## src/rtl/multicycle_adder.sv

```systemverilog
// ============================================================================
// Module      : multicycle_adder
// Description : Multi-cycle ripple adder/subtractor, CHUNK bits per cycle,
//               LSB slice first, with valid/ready operand and result handshakes.
// Revision    : 1.0 - initial release
// ============================================================================
`timescale 1ns/1ps
`default_nettype none

module multicycle_adder #(
    parameter int WIDTH = 32,
    parameter int CHUNK = 8
) (
    input  logic             clk,
    input  logic             rst,
    input  logic             in_valid,
    output logic             in_ready,
    input  logic [WIDTH-1:0] a,
    input  logic [WIDTH-1:0] b,
    input  logic             sub,
    input  logic             cin,
    output logic             out_valid,
    input  logic             out_ready,
    output logic [WIDTH-1:0] s,
    output logic             cout,
    output logic             ovf,
    output logic             zero
);

    localparam int N  = WIDTH / CHUNK;
    localparam int KW = (N > 1) ? $clog2(N) : 1;
    localparam logic [KW-1:0] c_LAST = KW'(N - 1);

    generate
        if ((CHUNK < 1) || (WIDTH % CHUNK != 0)) begin : g_bad_params
            $error("multicycle_adder: WIDTH must be a non-zero multiple of CHUNK");
        end
    endgenerate

    typedef enum logic [1:0] {
        S_IDLE = 2'd0,
        S_BUSY = 2'd1,
        S_DONE = 2'd2
    } state_t;

    state_t           r_state_q, w_state_d;
    logic [WIDTH-1:0] r_a_q, w_a_d;
    logic [WIDTH-1:0] r_b_q, w_b_d;
    logic [WIDTH-1:0] r_s_q, w_s_d;
    logic             r_carry_q, w_carry_d;
    logic [KW-1:0]    r_k_q, w_k_d;
    logic             r_in_ready_q, w_in_ready_d;
    logic             r_out_valid_q, w_out_valid_d;
    logic             r_cout_q, w_cout_d;
    logic             r_ovf_q, w_ovf_d;
    logic             r_zero_q, w_zero_d;

    logic [CHUNK-1:0] w_a_slice;
    logic [CHUNK-1:0] w_b_slice;
    logic [CHUNK:0]   w_slice_sum;

    // Slice selected by the counter; b is already inverted for subtraction.
    always_comb begin
        w_a_slice = '0;
        w_b_slice = '0;
        for (int i = 0; i < N; i++) begin
            if (r_k_q == KW'(i)) begin
                w_a_slice = r_a_q[i*CHUNK +: CHUNK];
                w_b_slice = r_b_q[i*CHUNK +: CHUNK];
            end
        end
        w_slice_sum = {1'b0, w_a_slice} + {1'b0, w_b_slice} + {{CHUNK{1'b0}}, r_carry_q};
    end

    always_comb begin
        w_state_d     = r_state_q;
        w_a_d         = r_a_q;
        w_b_d         = r_b_q;
        w_s_d         = r_s_q;
        w_carry_d     = r_carry_q;
        w_k_d         = r_k_q;
        w_in_ready_d  = r_in_ready_q;
        w_out_valid_d = r_out_valid_q;
        w_cout_d      = r_cout_q;
        w_ovf_d       = r_ovf_q;
        w_zero_d      = r_zero_q;
        case (r_state_q)
            S_IDLE: begin
                if (in_valid && r_in_ready_q) begin
                    w_a_d        = a;
                    w_b_d        = b ^ {WIDTH{sub}};
                    w_carry_d    = sub ? 1'b1 : cin;
                    w_k_d        = '0;
                    w_in_ready_d = 1'b0;
                    w_state_d    = S_BUSY;
                end
            end
            S_BUSY: begin
                for (int i = 0; i < N; i++) begin
                    if (r_k_q == KW'(i)) begin
                        w_s_d[i*CHUNK +: CHUNK] = w_slice_sum[CHUNK-1:0];
                    end
                end
                w_carry_d = w_slice_sum[CHUNK];
                w_k_d     = r_k_q + 1'b1;
                if (r_k_q == c_LAST) begin
                    // Carry into the MSB recovered from the MSB sum bit.
                    w_cout_d      = w_slice_sum[CHUNK];
                    w_ovf_d       = (r_a_q[WIDTH-1] ^ r_b_q[WIDTH-1] ^ w_s_d[WIDTH-1])
                                    ^ w_slice_sum[CHUNK];
                    w_zero_d      = (w_s_d == '0);
                    w_out_valid_d = 1'b1;
                    w_state_d     = S_DONE;
                end
            end
            S_DONE: begin
                if (out_ready) begin
                    w_out_valid_d = 1'b0;
                    w_in_ready_d  = 1'b1;
                    w_state_d     = S_IDLE;
                end
            end
            default: begin
                w_out_valid_d = 1'b0;
                w_in_ready_d  = 1'b1;
                w_state_d     = S_IDLE;
            end
        endcase
    end

    always_ff @(posedge clk or posedge rst) begin
        if (rst) begin
            r_state_q     <= S_IDLE;
            r_a_q         <= '0;
            r_b_q         <= '0;
            r_s_q         <= '0;
            r_carry_q     <= 1'b0;
            r_k_q         <= '0;
            r_in_ready_q  <= 1'b1;
            r_out_valid_q <= 1'b0;
            r_cout_q      <= 1'b0;
            r_ovf_q       <= 1'b0;
            r_zero_q      <= 1'b0;
        end else begin
            r_state_q     <= w_state_d;
            r_a_q         <= w_a_d;
            r_b_q         <= w_b_d;
            r_s_q         <= w_s_d;
            r_carry_q     <= w_carry_d;
            r_k_q         <= w_k_d;
            r_in_ready_q  <= w_in_ready_d;
            r_out_valid_q <= w_out_valid_d;
            r_cout_q      <= w_cout_d;
            r_ovf_q       <= w_ovf_d;
            r_zero_q      <= w_zero_d;
        end
    end

    assign in_ready  = r_in_ready_q;
    assign out_valid = r_out_valid_q;
    assign s         = r_s_q;
    assign cout      = r_cout_q;
    assign ovf       = r_ovf_q;
    assign zero      = r_zero_q;

endmodule

`default_nettype wire
```

## config.mk

```make
export PLATFORM = sky130hd
export DESIGN_NAME = multicycle_adder
export DESIGN_NICKNAME = d
export VERILOG_FILES = /design/src/rtl/multicycle_adder.sv
export SDC_FILE = /design/constraint.sdc
export NUM_CORES = 1
export LEC_CHECK = 0
export CAP_MARGIN = 20
export CORE_AREA = 2 2 173 132
export DETAILED_ROUTE_END_ITERATION = 7
export DIE_AREA = 0 0 175 134
export GPL_TIMING_DRIVEN = 0
export PLACE_DENSITY = 0.55
export SYNTH_ARGS = -nofsm -noshare
export SYNTH_HDL_FRONTEND = slang
export SYNTH_SLANG_ARGS = --single-unit
```

## constraint.sdc

```tcl
create_clock -name clk -period 5.31 [get_ports clk]
set_input_delay 1.3275 -clock clk [delete_from_list [all_inputs] [get_ports clk]]
set_output_delay 1.3275 -clock clk [all_outputs]
set_load 0.02 [all_outputs]
```

**Word-level counts from Yosys, hierarchy flattened**

Cells that the tools add are included.

- Multipliers: 0
- Muxes and demuxes: 31
- Shift-type cells: 0
- Divide/modulo/power cells: 0
- Add/subtract/negate cells: 3
- $lt $le $gt $ge: 0
- Eq/ne operators: 8
- Reduce and logical (&&, ||, !) cells: 11
- Bitwise operators: 6

Operators with widths:

| operator | count |
|---|---|
| $mux 8 | 16 |
| $logic_not 32->1 | 1 |
| $xor 32x32->32 | 1 |
| $add 8x8->9 | 1 |
| $add 9x1->9 | 1 |
| $reduce_and 3->1 | 3 |
| $mux 2 | 4 |
| $eq 2x2->1 const B | 3 |
| $mux 1 | 6 |
| $ne 2x2->1 const B | 3 |
| $pmux 1 s3 | 2 |
| $pmux 2 s3 | 1 |
| $reduce_and 2->1 | 3 |
| $eq 2x1->1 const B | 2 |
| $logic_not 2->1 | 2 |
| $pmux 2 s2 | 1 |
| $xor 1x1->1 | 3 |
| $add 2x1->2 const B | 1 |
| $not 1->1 | 2 |
| $pmux 1 s2 | 1 |
| $reduce_bool 2->1 | 1 |
| $logic_and 1x1->1 | 1 |

- Logic and storage cells: 70
- Memories kept: 0
- Memory bits (writable): 0
- Output and inout bits: 37
- Register bits: 106
- Memory bits (read-only): 0
- Bits of input ports: 70
- Bits in latches: 0

**Logic depth before layout (Yosys ltp)**

- Depth in word-level cells: 11
- Depth in mapped cells: 17
- Depth with buffers taken out: 16

**Worst setup path after synthesis**

No wires, ideal clock.

- Path kind: register -> register
- Start: reg r_k_q[1]
- End: reg r_zero_q (netlist: zero)
- Path buffers: 1
- Period minus slack after synthesis: 3.961 ns
- Stages on the path, launching flop included: 16
- Path slack: 1.349 ns
- Library setup time: 0.087 ns
- Data arrival time: 3.874 ns
- Required time: 5.223 ns
- Cells stage by stage: dfrtp_1 -> inv_1 -> ha_1 -> clkbuf_1 -> nor2_1 -> a221o_1 -> o21ai_0 -> o21ai_0 -> fa_1 -> fa_1 -> a211oi_1 -> o21bai_1 -> a21bo_1 -> or3b_1 -> a211o_1 -> a211oi_2

- Longest elaborated chain between the ends: 10
- Elaborated cells between the ends (all ways): 24
- Classes of those cells: add/sub: 2; eq/ne: 3; mux: 16; reduce/logical: 3

Ends and longest elaborated chain:

| item | line | RTL |
|---|---|---|
| start, declared | 51 | `logic [KW-1:0] r_k_q, w_k_d;` |
| start signal, assigned | 150 | `r_k_q <= w_k_d;` |
| $logic_not 2->1 | 67, 100 |  |
| $mux 8 (4 in a row) | 67 | `if (r_k_q == KW'(i)) begin` |
| $add 8x8->9 | 72 | `w_slice_sum = {1'b0, w_a_slice} + {1'b0, w_b_slice} + {{CHUNK{1'b0}}, r_carry_q};` |
| $add 9x1->9 | 72 |  |
| $mux 8 | 100 | `if (r_k_q == KW'(i)) begin` |
| $mux 8 | 87 | `case (r_state_q)` |
| $logic_not 32->1 | 111 | `w_zero_d = (w_s_d == '0);` |
| end signal, assigned | 155 | `r_zero_q <= w_zero_d;` |
| end, declared | 56 | `logic r_zero_q, w_zero_d;` |

Parallel ways exist; a longest one is shown, timed or not. The select of a mux whose other input is x is not followed.
A chain may end at the register's enable or synchronous reset.

**Worst setup path in the final report**

Same ends and word-level chain as after synthesis.

==> flow_summary.json <==
{
  "place_area_mm2": 0.00681,
  "post_synthesis_cell_type_count": 49,
  "initial_utilization": 0.246,
  "ys_seq_elements": 106,
  "detailedPlacementHpwl_um": 12200,
  "yosys_most_used_dff": "sky130_fd_sc_hd__dfrtp_1",
  "synthesis.nets": 633,
  "register_area_mm2": 0.00265,
  "critical-path-slowest-cell": "sky130_fd_sc_hd__clkbuf_1",
  "drt_iter0_drc": 400,
  "dieArea_mm2": 0.0235,
  "drt-total-wl_um": 15800,
  "power_leakage_nw": 2.92,
  "synth-warning-count": 0,
  "largest_net_degree_at_the_start_of_global_routing": 67,
  "worst_pin_slew_ns": 0.702,
  "grt_pass1_vias": 4501,
  "cts.root.buffer_cell": "sky130_fd_sc_hd__clkbuf_16",
  "final_cell_area_mm2": 0.00714,
  "detailedRoute.firstPassIterationCount": 5,
  "die_x_um": 175,
  "fin_tns_setup_ns": 0,
  "crit_path_capture_type": "flip-flop",
  "postLayoutCoreUtil": 0.327,
  "h-tree-depth": 3,
  "path_buf_inv": 2,
  "place_congestion": 0.845,
  "period_needed_ns": 4.80,
  "io_pins": 107,
  "die_h_um": 134,
  "final_min_period_over_clock_period": 0.904,
  "timing.critical_path.fanout_max": 10,
  "multiInputGateArea_mm2": 0.00253,
  "cts.sink_count": 106,
  "routedWlPerCell_um": 16.3,
  "synth_seq_area_share": 0.495,
  "crit_family": "compound AO/OA/AOI/OAI gates",
  "mostFrequentLayoutCells": "sky130_fd_sc_hd__dfrtp_1, sky130_fd_sc_hd__clkdlybuf4s50_1, sky130_fd_sc_hd__a21oi_1",
  "max_slew_margin": 0.532,
  "setup_viol": 0,
  "num_vias": 4417,
  "post_detailed_route_via_to_cell_ratio": 4.58,
  "cts_tree": "built",
  "rsz0062_at_grt": "no",
  "sequentialPowerShare": 0.283,
  "pwr-share-clk": 0.144,
  "timing.fmax_ghz": 0.208,
  "worst_clock_skew_ns": 0.00720,
  "area_delta_synth_final_pct": 33.2,
  "p_sw_w": 0.00232,
  "filler_cells_inserted": 2251,
  "power_per_cell_area_mw_per_mm2": 715,
  "route.detailed.drc": 0,
  "grt_first_pass_wirelength_um": 25000,
  "grt_overflow": 0,
  "clk_pin_slew_worst_paths_ns": 0.07,
  "critical_path.cell_chain": "inv_1 > ha_1 > clkbuf_1 > nor2_1 > a221o_1 > o21ai_0 > o21ai_0 > fa_1 > fa_1 > a211oi_1 > o21bai_1 > a21bo_1 > or3b_1 > a211o_1 > a211oi_2",
  "numPortBuffers": 105,
  "route.antenna.remaining_nets": 0,
  "power.share.combinational": 0.573,
  "cts.path.max_buffers": 2,
  "postCtsHoldBufs": 0,
  "setup.worst_path.start_class": "flip-flop",
  "netlist_instances": 550,
  "antennaDiodeCount": 0,
  "finish.net_count": 750,
  "internal_pwr_total_w": 0.00278,
  "report.power.total_w": 0.00510,
  "arrival_ns": 5.08,
  "placeableCoreArea_mm2": 0.0218,
  "post_cts_resized": 0,
  "clk_latency_ns": 0.36,
  "grt_util_all_layers": 0.139,
  "synth_enable_flop_cells": 0,
  "synthesis.area_per_instance_um2": 9.74,
  "slew_viol_final": 0,
  "critical_path_required_ns": 5.58,
  "antenna_found_initial": 0,
  "max_stage_delay_ns": 0.51,
  "criticalPathCategory": "reg -> reg",
  "power.ir.vdd_worst_v": 0.000292,
  "fin_worst_hold_slack_ns": 0.481,
  "cts_setup_buffers": 0,
  "num_rows": 47,
  "run_status": "finished clean",
  "synthesis.area_mm2": 0.00536,
  "asyncSetResetFlopFracSynth": 1.00,
  "netSwitchingFraction": 0.455,
  "tritoncts_buffers": 9,
  "cap_viol_max_count": 0,
  "finalHoldViolations": 0,
  "hold_class": "reg -> reg",
  "drive_above_1_share": 0.0924
}
[power groups by stage]
| stage | Sequential [W] | Combinational, W | Clock, W |
|---|---|---|---|
| after CTS | 0.00145 | 0.00290 | 0.000754 |
| after global placement | 0.00146 | 0.00286 | 0 |
| final | 0.00144 | 0.00292 | 0.000735 |
| after floorplan | 0.00152 | 0.00174 | 0 |
| after detailed placement | 0.00146 | 0.00289 | 0 |
| after global routing | 0.00150 | 0.00322 | 0.000780 |
[registers in the layout, indices dropped and copies added (netlist names)]
signal	flops
r_b_q	32
r_carry_q	1
ovf	1
r_k_q	2
r_a_q	32
in_ready	1
cout	1
s	32
zero	1
out_valid	1
r_state_q	2
[layout make-up]
type,count,share of cell area
clock buffers,10,0.0335
multi-input cells,397,0.355
inverters,11,0.00614
well taps,294,0.0515
plain buffers,36,0.0191
repair buffers,106,0.151
flip-flops and latches,106,0.372
clock inverters,5,0.0119
[logic make-up after synthesis]
logic type	share of synthesized area
buffers and inverters	0.0332
muxes	0.0778
DFF	0.495
AOI/OAI and AO/OA	0.171
and+or+nand+nor	0.122
adders and majority gates	0.0332
xor gates and xnor gates	0.0680
[synth_stat cells, types with 5 or more instances]
| cell type | count | area (um2) |
|---|---|---|
| sky130_fd_sc_hd__mux2_2 | 37 | 417 |
| sky130_fd_sc_hd__inv_1 | 11 | 41.3 |
| sky130_fd_sc_hd__o21ai_0 | 53 | 265 |
| sky130_fd_sc_hd__buf_1 | 6 | 22.5 |
| sky130_fd_sc_hd__ha_1 | 11 | 138 |
| sky130_fd_sc_hd__o21a_1 | 5 | 37.5 |
| sky130_fd_sc_hd__dfrtp_1 | 105 | 2630 |
| sky130_fd_sc_hd__nand2_1 | 58 | 218 |
| sky130_fd_sc_hd__and3_1 | 14 | 87.6 |
| sky130_fd_sc_hd__nor2_1 | 55 | 206 |
| sky130_fd_sc_hd__clkbuf_1 | 29 | 109 |
| sky130_fd_sc_hd__a21oi_1 | 72 | 360 |
| sky130_fd_sc_hd__xnor2_1 | 35 | 307 |
[metrics by stage]
stage               instances  setup WS (ns)
floorplan                 550           1.20
global placement          949         -0.621
detailed placement        950          0.375
CTS                       965          0.337
global route              965          0.129
finish                    965          0.509
[worst reg2reg max path, delay by kind of cell, from the launching register on]
| family | cells | cell delay (ns) |
|---|---|---|
| fa+ha+maj | 3 | 1.25 |
| simple gates | 2 | 0.49 |
| flops | 1 | 0.42 |
| compound gates | 8 | 1.93 |
| buf+inv | 2 | 0.63 |
[path summary, 6_finish.rpt]
path	slack, ns	cells after the start	startpoint	end
worst max-delay path	0.51	15	r_k_q[1]	zero
worst min-delay path	0.48	2	s[25]	s[25]
worst max register to register	0.51	15	r_k_q[1]	zero
worst min register to register	0.48	2	s[25]	s[25]
max in group asynchronous	3.20	3	rst	in_ready
min in group asynchronous	1.36	2	rst	r_a_q[13]
[layer usage]
| metal | vias to the layer above | global-route usage | wire length, um |
|---|---|---|---|
| met3 | 20 | 0.0320 | 903 |
| met2 | 135 | 0.193 | 6340 |
| met5 | - | 0 | 0 |
| li1 | 2135 | - | - |
| met4 | 0 | 0.0435 | 243 |
| met1 | 2127 | 0.210 | 8270 |
Note: power is estimated with default switching activity, not from simulation.
